===== config.mk =====
export PLATFORM = sky130hd
export DESIGN_NAME = pipe_buf_stage
export DESIGN_NICKNAME = d
export VERILOG_FILES = /design/src/rtl/pipe_buf_stage.sv
export SDC_FILE = /design/constraint.sdc
export NUM_CORES = 1
export LEC_CHECK = 0
export BUFFER_PORTS_ARGS = -buffer_cell sky130_fd_sc_hd__buf_2
export CAP_MARGIN = 10
export CORE_MARGIN = 4
export CORE_UTILIZATION = 39
export CTS_CLUSTER_SIZE = 8
export DETAILED_ROUTE_END_ITERATION = 8
export PLACE_DENSITY_LB_ADDON = 0.15
export SYNTH_ARGS = -nofsm -noshare
export SYNTH_HDL_FRONTEND = slang
export SYNTH_SLANG_ARGS = --single-unit

===== constraint.sdc =====
create_clock -name clk -period 4.6 [get_ports clk]
set_input_delay 0.46 -clock clk [delete_from_list [all_inputs] [get_ports clk]]
set_output_delay 0.46 -clock clk [all_outputs]
set_load 0.005 [all_outputs]

===== src/rtl/pipe_buf_stage.sv =====
// Generic pipeline buffer stage: two-entry skid buffer with valid/ready handshake,
// synchronous flush, and occupancy / saturating flush-drop statistics.
module pipe_buf_stage #(
  parameter int unsigned       DATA_W         = 64,
  parameter logic [DATA_W-1:0] RESET_VAL      = '0,
  parameter bit                CLEAR_ON_FLUSH = 1'b1,
  parameter int unsigned       CNT_W          = 16
) (
  input  logic              clk,
  input  logic              reset_n,
  input  logic              flush_i,
  input  logic              in_valid,
  output logic              in_ready,
  input  logic [DATA_W-1:0] in_data,
  output logic              out_valid,
  input  logic              out_ready,
  output logic [DATA_W-1:0] out_data,
  output logic [1:0]        occupancy,
  output logic [CNT_W-1:0]  drop_cnt
);

  typedef enum logic [1:0] {
    EMPTY = 2'd0,
    ONE   = 2'd1,
    FULL  = 2'd2
  } state_t;

  localparam logic [CNT_W-1:0] CNT_MAX = '1;

  state_t             state_q, state_d;
  logic [DATA_W-1:0]  main_q, main_d;
  logic [DATA_W-1:0]  skid_q, skid_d;
  logic [CNT_W-1:0]   drop_q, drop_d;

  logic               in_xfer;
  logic               out_xfer;
  logic [2:0]         drop_inc;
  logic [CNT_W+1:0]   drop_sum;

  // Handshake outputs decode straight from the state register, so in_ready is registered.
  always_comb begin
    out_valid = (state_q != EMPTY);
    in_ready  = (state_q != FULL);
    case (state_q)
      EMPTY:   occupancy = 2'd0;
      ONE:     occupancy = 2'd1;
      FULL:    occupancy = 2'd2;
      default: occupancy = 2'd0;
    endcase
  end

  assign in_xfer  = in_valid & in_ready;
  assign out_xfer = out_valid & out_ready;
  assign out_data = main_q;
  assign drop_cnt = drop_q;

  // Entries lost to a flush: everything held, minus one the consumer takes, plus one arriving.
  assign drop_inc = {1'b0, occupancy} - {2'b00, out_xfer} + {2'b00, in_xfer};
  assign drop_sum = {2'b00, drop_q} + {{(CNT_W-1){1'b0}}, drop_inc};

  always_comb begin
    state_d = state_q;
    main_d  = main_q;
    skid_d  = skid_q;
    drop_d  = drop_q;

    if (flush_i) begin
      state_d = EMPTY;
      if (CLEAR_ON_FLUSH) begin
        main_d = RESET_VAL;
        skid_d = RESET_VAL;
      end
      if (drop_sum > {2'b00, CNT_MAX}) begin
        drop_d = CNT_MAX;
      end else begin
        drop_d = drop_sum[CNT_W-1:0];
      end
    end else begin
      case (state_q)
        EMPTY: begin
          if (in_xfer) begin
            state_d = ONE;
            main_d  = in_data;
          end
        end
        ONE: begin
          if (in_xfer && out_xfer) begin
            main_d = in_data;
          end else if (in_xfer) begin
            state_d = FULL;
            skid_d  = in_data;
          end else if (out_xfer) begin
            state_d = EMPTY;
          end
        end
        FULL: begin
          if (out_xfer) begin
            state_d = ONE;
            main_d  = skid_q;
          end
        end
        default: state_d = EMPTY;
      endcase
    end
  end

  always_ff @(posedge clk or negedge reset_n) begin
    if (!reset_n) begin
      state_q <= EMPTY;
      main_q  <= RESET_VAL;
      skid_q  <= RESET_VAL;
      drop_q  <= '0;
    end else begin
      state_q <= state_d;
      main_q  <= main_d;
      skid_q  <= skid_d;
      drop_q  <= drop_d;
    end
  end

endmodule


# Yosys cells after proc, flatten, opt, wreduce, memory -nomap -nowiden
# Index checks and enable logic that the tools add are counted.
word_totals:
  regBits: 146
  out_inout_bits: 84
  wordCells: 45
  inputBits: 69
op_classes:
  n_reduce_logical: 9
  eq_ne: 9
  order_cmp: 1
  n_mux: 17
  n_bitwise: 2
  n_addsub: 3
ops:
  columns: ["operator", "count"]
  rows:
  - ["2-to-1 mux 64 bit", 7]
  - ["one-hot mux 64 bit (3 select lines)", 1]
  - ["adder 16 x 3 -> 17 bit", 1]
  - ["greater-than comparator 17 x 16 -> 1 bit (second input constant)", 1]
  - ["2-to-1 mux 16 bit", 1]
  - ["2-to-1 mux 2 bit", 6]
  - ["inequality test 3 bit (second input constant)", 4]
  - ["AND reduction 4 bit", 2]
  - ["one-hot mux 2 bit (3 select lines)", 1]
  - ["nonzero test 2 bit", 3]
  - ["inequality test 2 bit (second input constant)", 2]
  - ["inequality test 4 bit (second input constant)", 1]
  - ["one-hot mux 2 bit (2 select lines)", 1]
  - ["nonzero test 4 bit", 1]
  - ["adder 3 x 1 -> 3 bit", 1]
  - ["AND reduction 3 bit", 1]
  - ["subtractor 2 x 1 -> 3 bit", 1]
  - ["bitwise AND 1 bit", 2]
  - ["== test 2 x 1 -> 1 bit (second input constant)", 1]
  - ["== test 2 bit (second input constant)", 1]
  - ["logical NOT 2 bit", 1]
  - ["logical AND 1 bit", 1]

# Depth between registers and ports, before layout
logic_depth:
  depth_word: 7
  ltp_mapped: 14
  depth_no_buf: 13

# Worst setup path after synthesis
# OpenSTA, ideal clock, no wires.
synth_path:
  path_type: "register -> register"
  from: "reg state_q[0]"
  to: "reg drop_q[14], in the netlist drop_cnt[14]"
  synth_period_minus_slack_ns: 3.447
  setup_time_ns: 0.125
  path_buffers: 1
  arrival_time_ns: 3.322
  path_stages_with_launch: 15
  slack_ns: 1.153
  t_required_ns: 4.475
  path_cell_list: "dfrtp_1 > inv_1 > ha_1 > buf_2 > nand2b_4 > inv_1 > ha_1 > ha_1 > fa_1 > inv_1 > fa_1 > nand2b_1 > a211oi_2 > nand3_1 > mux2_2"
synth_between:
  elab_chain_cells: 7
  word_cells_on_any_way: 12
  cone_classes: "add/sub: 3; order compare: 1; eq/ne: 3; mux: 2; bitwise: 2; reduce/logical: 1"
synth_lines:
  columns: ["item", "line_no", "text"]
  rows:
  - ["start, declared", "30", "state_t state_q, state_d;"]
  - ["start signal, assigned", "114", "state_q <= state_d;"]
  - ["== test 2 bit or == test 2 x 1 -> 1 bit (tied branches)", "44", "case (state_q)"]
  - ["one-hot mux 2 bit (2 select lines) *", "44", null]
  - ["net occupancy[1]", "18", "output logic [1:0] occupancy,"]
  - ["subtractor 2 x 1 -> 3 bit *", "58", "assign drop_inc = {1'b0, occupancy} - {2'b00, out_xfer} + {2'b00, in_xfer};"]
  - ["adder 3 x 1 -> 3 bit *", "58", null]
  - ["adder 16 x 3 -> 17 bit *", "59", "assign drop_sum = {2'b00, drop_q} + {{(CNT_W-1){1'b0}}, drop_inc};"]
  - ["greater-than comparator 17 x 16 -> 1 bit", "73", "if (drop_sum > {2'b00, CNT_MAX}) begin"]
  - ["2-to-1 mux 16 bit *", "73", null]
  - ["end signal, assigned", "117", "drop_q <= drop_d;"]
  - ["end, declared", "33", "logic [CNT_W-1:0] drop_q, drop_d;"]
# Mark *: on every way through the listed nets, which the timed path passes. The rest lies on a longest branch.
# A chain may end at the register's enable or synchronous reset.

# Worst setup path after layout
layout_path:
  from: "reg state_q[0]"
  to: "reg drop_q[14], in the netlist drop_cnt[14]"
layout_between:
  elab_chain_cells: 7
  word_cells_on_any_way: 12
  cone_classes: "add/sub: 3; order compare: 1; eq/ne: 3; mux: 2; bitwise: 2; reduce/logical: 1"
layout_lines:
  columns: ["item", "line_no"]
  rows:
  - ["== test 2 bit, or another cell as far along", "44"]
  - ["one-hot mux 2 bit (2 select lines) or bitwise AND 1 bit (tied branches)", "44, 53"]
  - ["subtractor 2 x 1 -> 3 bit", "58"]
  - ["adder 3 x 1 -> 3 bit *", "58"]
  - ["adder 16 x 3 -> 17 bit *", "59"]
  - ["greater-than comparator 17 x 16 -> 1 bit", "73"]
  - ["2-to-1 mux 16 bit *", "73"]
# Mark *: on every way between the ends. The rest lies on a longest branch, timed or not.

==> results.cfg <==
[run_status]
status = completed

[sta]
finalCriticalPeriod_ns = 3.64
slew_headroom_pct = 40.2
maxSlewViolCount = 0
fmax_mhz = 275
finalHoldViolCount = 0
tightest_slew_ns = 0.896
clock_skew_ns = 0.00807
hold_slack_ns = 0.143
period_share_pct = 79.2
tns_ns = 0
grt_setup_unrepaired = false
finalSetupViolations = 0

[synth]
synth_area_um2 = 6970
syn_avg_cell_area_um2 = 10.2
ys_seq_area_share_pct = 52.4
syn_nets = 760
yosys_warnings = 0
synth-seq-cells = 146
synth_cells = 680
yosys.cell_types.count = 38

[setup_path]
regToRegEndpoint = drop_cnt[14]
path_cells = inv_1 -> ha_1 -> nor2b_1 -> ha_1 -> ha_1 -> fa_1 -> inv_1 -> fa_1 -> nand2b_1 -> a211oi_2 -> nand3_1 -> mux2_2
critPathCaptureType = flip-flop
cpMostUsedCell = ha_1
crit_path_start_kind = flip-flop
crit_buf_inv = 2
max_stage_delay_ns = 0.52
r2r_setup_slack_ns = 0.96
required_ns = 4.90
crit_slowest_cell = fa_1
r2r-start = state_q[0]
critical_path.top_delay_family = adder cells
ff2ff_path_depth = 12
path_class = reg -> reg
worst-path-max-fanout = 6
cp.arrival_ns = 3.94

[cts]
cts.reportedPaths.clkPinSlew_ns = 0.06
cts_tree = done
clkLatencyLatePin_ns = 0.42
cts.sinks = 146
postCtsSetupBuffers = 0
cts_buffer_depth = 2
cts_root_buf = clkbuf_16
htreeDepth = 4
cts_resized = 0
cts_hold_buf = 0
numCtsBuffers = 17

[power_and_ir_drop]
seqPwrFrac_pct = 39.5
p_leak_nw = 3.96
ir_worst_vdd_v = 0.000258
power_mw = 4.48
p_comb_share_pct = 30.8
power.density_nw_per_um2 = 529
switching_share_pct = 32.7
p_clk_share_pct = 29.7
power.switching_mw = 1.46
internal-power_mw = 3.01

[global_route]
grt_use_met1_pct = 22.3
met3_usage_pct = 4.79
antenna_found_initial = 1
grt_pass1_wl_um = 27500
grt_max_degree = 98
grt_pass1_vias = 5400
grt.total_usage_pct = 17.0
use_met2_pct = 27.5
grt_overflow = 0
top_usage_layer = met2

[drt]
drc = 0
vias_per_cell = 5.04
wl_per_cell_um = 15.7
finalWirelength_um = 16500
drt_pass1_iterations = 5
dr.first_iter.drc_count = 319
detailroute.via_count = 5312
ant_nets = 0

[floorplan]
ioPinCount = 153
design.die.area_um2 = 20100
core_region_area_um2 = 17400
die_h_um = 142
num_rows = 48
die_w_um = 142
start_util_pct = 40.0

[flow_run]
drv_cap = 0

[placement]
dpl-instance-area_um2 = 7900
portBuffers = 152
hpwl_um = 11000
gp_congestion = 0.770

[layout]
fillers = 1645
antenna_cells = 0
nets = 895
multi_input_area_um2 = 3100
area_delta_synth_final_pct = 21.5
layout.area.seq_um2 = 3650
drive_above_1_share_pct = 29.8
finalInstanceArea_um2 = 8470

[hold_path]
hp-class = in -> async
## synth_stat cells (all sizes together)
master | n | area share, %
and4 | 1 | 0.13
a21oi | 75 | 5.5
o21ai | 3 | 0.22
and2 | 3 | 0.27
or4 | 2 | 0.22
a2bb2oi | 1 | 0.22
inv | 11 | 0.59
a21o | 1 | 0.11
buf | 26 | 1.8
a21boi | 2 | 0.22
o2bb2ai | 2 | 0.25
nand4 | 2 | 0.18
nor4 | 1 | 0.090
a211oi | 1 | 0.18
mux2 | 65 | 11
and3 | 2 | 0.18
xnor2 | 3 | 0.38
clkbuf | 18 | 0.97
nand3 | 10 | 0.79
mux2i | 66 | 9.5
nand2 | 137 | 7.4
fa | 2 | 0.57
ha | 9 | 1.6
a31oi | 6 | 0.54
nor2b | 3 | 0.27
nor2 | 75 | 4.0
o31ai | 2 | 0.22
or3 | 1 | 0.090
nand2b | 2 | 0.29
dfrtp | 146 | 52
o21bai | 1 | 0.11
xor2 | 1 | 0.13
## cell families after synthesis
group	count (synthesis)	synth area share [%]
AOI/OAI and AO/OA	94	7.59
DFF	146	52.4
xor gates and xnor gates	4	0.503
buffers and inverters	55	3.39
and+or+nand+nor	239	13.9
muxes	131	20.0
adders and majority gates	11	2.19
## cell type report
type                    count  area share, %
flip-flops and latches    146           43.1
multi-input cells         479           36.5
repair buffers            160           9.79
clock buffers              18           5.07
well taps                 225           3.32
clock inverters            14           1.65
inverters                  11          0.487
## worst max path at each step
stage               startpoint            to  slack [ns]  cells after the start
floorplan           state_q[0]  drop_cnt[14]        1.15                     14
global placement    state_q[1]  drop_cnt[14]        1.10                     12
detailed placement  state_q[1]  drop_cnt[14]        0.98                     12
CTS                 state_q[1]  drop_cnt[14]        0.97                     12
global route        state_q[1]   drop_cnt[7]        0.69                     12
finish              state_q[0]  drop_cnt[14]        0.96                     12
## state kept, by name (all words and copies together) (netlist names)
register	cells
out_data	64
state_q	2
skid_q	64
drop_cnt	16
## metrics by stage
stage	worst slack (ns)	util [%]	cells
6_report	0.957	48.6	1053
3_5_place_dp	0.982	45.4	1021
2_1_floorplan	1.15	-	680
5_1_grt	0.694	48.6	1053
3_3_place_gp	1.10	45.4	1021
4_1_cts	0.969	48.6	1053
## metal layers
metal  wire, µm  vias up
met2       7930      138
li1           -     2562
met1       7330     2588
met3        971       22
met5         13        -
met4        263        2
## power by group through the flow
stage               registers (mW)  clock network (mW)  logic, mW
floorplan                     1.77                   0      0.894
global placement              1.77                   0       1.37
finish                        1.77                1.33       1.38
CTS                           1.77                1.37       1.41
detailed placement            1.79                   0       1.41
global route                  1.81                1.44       1.55
## layout by cell type (no fill, tap or decap), drive strengths merged, types with 2 or more instances in the layout
master and instances:
clkinvlp 5, fa 2, clkbuf 18, and3 2, dfrtp 146, nand2b 2, nand2 137, clkinv 6
ha 9, o2bb2ai 2, or4 2, mux2 65, a21boi 2, a31oi 6, buf 160, o31ai 2
nor2b 3, and2 3, o21ai 3, nand3 10, inv 12, a21oi 75, nor2 75, nand4 2
mux2i 66, bufinv 2, xnor2 3
Note: power is estimated with default switching activity, not from simulation.
